## config.mk

```make
export PLATFORM = sky130hd
export DESIGN_NAME = bcd_to_xs3_seq
export DESIGN_NICKNAME = d
export VERILOG_FILES = /design/src/rtl/bcd_to_xs3_seq.sv
export SDC_FILE = /design/constraint.sdc
export NUM_CORES = 1
export LEC_CHECK = 0
export ABC_AREA = 1
export CAP_MARGIN = 10
export CORE_AREA = 2 2 81 83
export CTS_CLUSTER_SIZE = 24
export DETAILED_ROUTE_END_ITERATION = 16
export DIE_AREA = 0 0 83 85
export PLACE_DENSITY = 0.56
export SYNTH_ARGS = -nofsm -noshare
export SYNTH_HDL_FRONTEND = slang
export SYNTH_SLANG_ARGS = --single-unit
export TNS_END_PERCENT = 100
```

## constraint.sdc

```tcl
create_clock -name clk -period 1.9 [get_ports clk]
set_input_delay 0.38 -clock clk [delete_from_list [all_inputs] [get_ports clk]]
set_output_delay 0.38 -clock clk [all_outputs]
set_load 0.02 [all_outputs]
```

## src/rtl/bcd_to_xs3_seq.sv

```systemverilog
// Multi-digit BCD to excess-3 encoder: captures a word, converts one digit per clock (LSD first), then holds the result.
// Latency DIGITS cycles from accept to out_valid; out_valid is held with data stable until out_ready, in_ready low outside IDLE.
module bcd_to_xs3_seq #(
   parameter int DIGITS = 4
) (
   input  logic                  clk,
   input  logic                  rst_n,
   input  logic                  in_valid,
   output logic                  in_ready,
   input  logic [4*DIGITS-1:0]   in_bcd,
   output logic                  out_valid,
   input  logic                  out_ready,
   output logic [4*DIGITS-1:0]   out_xs3,
   output logic [DIGITS-1:0]     out_err
);

   localparam int W  = 4 * DIGITS;
   localparam int CW = (DIGITS > 1) ? $clog2(DIGITS) : 1;
   localparam logic [CW-1:0] LAST = CW'(DIGITS - 1);

   typedef enum logic [1:0] {
      IDLE = 2'd0,
      CONV = 2'd1,
      DONE = 2'd2
   } state_t;

   state_t            state_q, state_d;
   logic [CW-1:0]     cnt_q, cnt_d;
   logic [W-1:0]      cap_q, cap_d;
   logic [W-1:0]      xs3_q, xs3_d;
   logic [DIGITS-1:0] err_q, err_d;
   logic              vld_q, vld_d;
   logic              rdy_q, rdy_d;
   logic [3:0]        dig;
   logic [3:0]        dig_xs3;
   logic              dig_err;

   always_comb begin
      dig     = cap_q[4*cnt_q +: 4];
      dig_err = (dig > 4'd9);
      dig_xs3 = dig_err ? 4'b0000 : dig + 4'd3;
   end

   always_comb begin
      state_d = state_q;
      cnt_d   = cnt_q;
      cap_d   = cap_q;
      xs3_d   = xs3_q;
      err_d   = err_q;
      case (state_q)
         IDLE: begin
            if (in_valid && rdy_q) begin
               cap_d   = in_bcd;
               xs3_d   = '0;
               err_d   = '0;
               cnt_d   = '0;
               state_d = CONV;
            end
         end
         CONV: begin
            xs3_d[4*cnt_q +: 4] = dig_xs3;
            err_d[cnt_q]        = dig_err;
            if (cnt_q == LAST) begin
               state_d = DONE;
            end else begin
               cnt_d = cnt_q + 1'b1;
            end
         end
         DONE: begin
            if (out_ready) begin
               state_d = IDLE;
            end
         end
         default: state_d = IDLE;
      endcase
      // Registered handshake flags so both read 0 while in reset.
      vld_d = (state_d == DONE);
      rdy_d = (state_d == IDLE);
   end

   always_ff @(posedge clk or negedge rst_n) begin
      if (!rst_n) begin
         state_q <= IDLE;
         cnt_q   <= '0;
         cap_q   <= '0;
         xs3_q   <= '0;
         err_q   <= '0;
         vld_q   <= 1'b0;
         rdy_q   <= 1'b0;
      end else begin
         state_q <= state_d;
         cnt_q   <= cnt_d;
         cap_q   <= cap_d;
         xs3_q   <= xs3_d;
         err_q   <= err_d;
         vld_q   <= vld_d;
         rdy_q   <= rdy_d;
      end
   end

   assign in_ready  = rdy_q;
   assign out_valid = vld_q;
   assign out_xs3   = xs3_q;
   assign out_err   = err_q;

endmodule

```

==> qor.txt, run 1 <==
Worst VDD drop - 0.565 mV
# port buffers - 41
Clk slew on worst S/H paths - 0.08 ns
Share of cells above drive strength 1 - 16.8%
Area post-placement - 2630 um^2
Crit-path max cell delay - 0.47 ns
Vias in the first global route - 1630
Fin crit period - 1.77 ns
Place WS - 0.0106 ns
DP HPWL - 3.46 mm
GRT overflow - 0
Initial Util - 33.7%
PnR worst setup slack - 0.129 ns
Sequence of cells on the critical path - inv_2 -> nand3_2 -> nand2_4 -> inv_1 -> ha_1 -> or2_4 -> nand2_4 -> nand2_8 -> inv_4 -> nor2_4 -> nand2_1 -> o21ai_2
Count of different cell masters after synthesis - 29
Clock Skew - 0.0118 ns
Antenna Nets Post-Route - 0
NetSw - 1.99 mW
Die X-Extent - 83 um
Residual DRC - 0
Top-area cell type share of the netlist area - 50.2%
Commonest non-fill, non-tap cells in the layout - 90 x nand2_1, 41 x dfrtp_1, 40 x clkdlybuf4s50_1
Total Routing Usage GR - 13.4%
WP buf/inv - 3
Fillers - 596
H-Tree Depth - 2
Clk buf depth - 2
Syn-to-layout area delta - 31.5%
Cell area after synthesis - 2090 um^2
Crit share post-route - 93.2%
Rows - 29
Sw Ratio - 45.9%
Power Density - 1580 nW/um^2
Clock root buffer master - clkbuf_8
Leak - 1.31 nW
CP arrival - 1.95 ns
Largest net degree at the start of global routing - 24
Routed WL - 4.44 mm
Non-Filler Instances - 368
Total number of vias - 1651
Worst relative slew slack - 74.3%
Syn_nets - 263
IO Pins - 42
Clock power share - 12.8%
Multi-input gate area - 942 um^2
Drt first pass iters - 4
Initial antenna violation count - 0
Crit-path slowest cell - dfrtp_1
Final nets - 318
Worst-Margin Slew - 0.382 ns
Antenna cells - 0
Core Region - 6200 um^2
Sequential Power Share - 31.7%
Logic pwr share - 55.6%
Commonest non-fill, non-tap cell in the layout - nand2_1
Main area contributors after synthesis - dfrtp_1 50%, nand2_1 16%, ha_1 4.8%, nand3_1 3.6%, inv_1 2.7%
Sequential share of the synthesized area - 50.2%
Routability cong. - 0.826
Crit path capture type - register
First-pass GRT wire length - 7.65 mm
TritonCTS buffer count - 5
Status - finished, final reports clean
Die Area - 7060 um^2
Syn Area/Cell - 8.91 um^2
Fin. Hold Viols - 0
Total of max-cap violations - 0
Hold Path Class - primary input to async pin
Reg area - 1050 um^2
Clock sinks - 42
CTS tree - built
Slew Viols, Final - 0
Cells after DPL - 358
Synth Instances - 235
Yosys warns - 0
Leading area contributor after synthesis - dfrtp_1
Highest clock rate - 565 MHz
CP Max Fanout - 12
Clock Latency Late Sink - 0.30 ns
Vias/cell - 4.49
Setup TNS Final - 0 ns
Critical Setup Path Class - register to register
WL/cell - 12.1 um
Design Area, Final - 2750 um^2
Crit-path most repeated cell - nand2_4
First DRT Iteration DRCs - 53
CP startpoint kind - register
Internal power - 2.36 mW
Required time of the critical path - 2.08 ns
Setup violators final - 0
Die H - 85 um
Worst path top cell family by delay - simple AND/OR/NAND/NOR gates
Flops & latches, synth - 42
==> cell type report <==
type | instances | share of cell area (%)
sequential | 42 | 38.2
multi-input combinational | 167 | 34.2
timing repair buffer | 53 | 18.1
tap | 77 | 3.50
inverter | 21 | 3.05
clock buffer | 8 | 2.91
==> per-stage QoR <==
stage / power, mW / hold slack (ns) / utilization [%]
after global placement: 3.69 / 0.172 / 42.4
final: 4.35 / 0.403 / 44.4
after global routing: 4.72 / 0.415 / 44.4
after floorplan: 3.08 / 0.0844 / -
after detailed placement: 3.71 / 0.173 / 42.4
after CTS: 4.28 / 0.402 / 43.9
==> layer usage <==
| layer | GRT usage (%) | routed length [um] | vias to the layer above | share of wire [%] |
|---|---|---|---|---|
| met5 | 0 | 0 | - | 0 |
| met4 | 5.07 | 88 | 0 | 2.0 |
| met3 | 3.40 | 175 | 7 | 3.9 |
| met2 | 21.9 | 2120 | 35 | 48 |
| met1 | 17.2 | 2050 | 747 | 46 |
| li1 | - | - | 862 | - |
==> cells in the mapped netlist <==
library cell,number
a21oi_1,2
buf_12,1
buf_6,1
clkbuf_1,3
dfrtp_1,42
ha_1,8
inv_1,15
inv_2,6
nand2_1,91
nand2_4,5
nand3_1,15
nand3_2,4
nand4_1,2
nand4_2,2
nand4_4,1
nor2_1,6
nor2_2,1
nor2_4,2
nor3_1,1
nor3_4,1
o21ai_0,8
o21ai_1,9
o21ai_2,1
o21bai_1,1
o21bai_2,2
o31ai_1,2
o31ai_2,1
or2_2,1
xnor2_1,1
==> cells by family after synthesis <==
group                    share of synthesized area [%]
AND/OR/NAND/NOR                                   31.1
flip-flops                                        50.2
AO/OA/AOI/OAI                                     7.71
buffers and inverters                             5.80
adder cells (fa/ha/maj)                           4.78
XOR/XNOR                                         0.418
==> timing repair <==
action                                 in CTS  in global routing
buffers inserted                            0                  1
hold buffers                                1                  0
setup endpoints to repair                   3                 14
gates resized for setup                     1                  6
pin swaps                                   0                  1
endpoints found under the hold margin       1                  0
==> power groups by stage <==
stage | registers (mW) | logic (mW) | clock network [mW]
final | 1.38 | 2.42 | 0.556
after global routing | 1.42 | 2.69 | 0.602
after CTS | 1.38 | 2.33 | 0.571
after detailed placement | 1.39 | 2.32 | 0
after global placement | 1.39 | 2.30 | 0
after floorplan | 1.47 | 1.61 | 0
==> path summary, 6_finish.rpt <==
path / start / to / slack [ns] / cells after the start
max: cnt_q[1] / out_xs3[10] / 0.13 / 12
min: rst_n / out_err[3] / 0.40 / 2
max reg2reg: cnt_q[1] / out_xs3[10] / 0.13 / 12
min reg2reg: cap_q[6] / cap_q[6] / 0.48 / 2
max in group asynchronous: rst_n / cnt_q[0] / 1.05 / 3
min in group clk: cap_q[6] / cap_q[6] / 0.48 / 2
==> sequential cells by signal (all words and copies together) (netlist names) <==
register / cells
cap_q: 16
out_xs3: 16
out_err: 4
cnt_q: 2
state_q: 2
in_ready: 1
out_valid: 1
Power figures use the tool's default switching activity.
==> inputs of run 2 (changes only) <==
CTS_CLUSTER_DIAMETER = 120   (was not set)
==> results of run 2 <==
Final layout, timing and power as in run 1 (identical DEF).
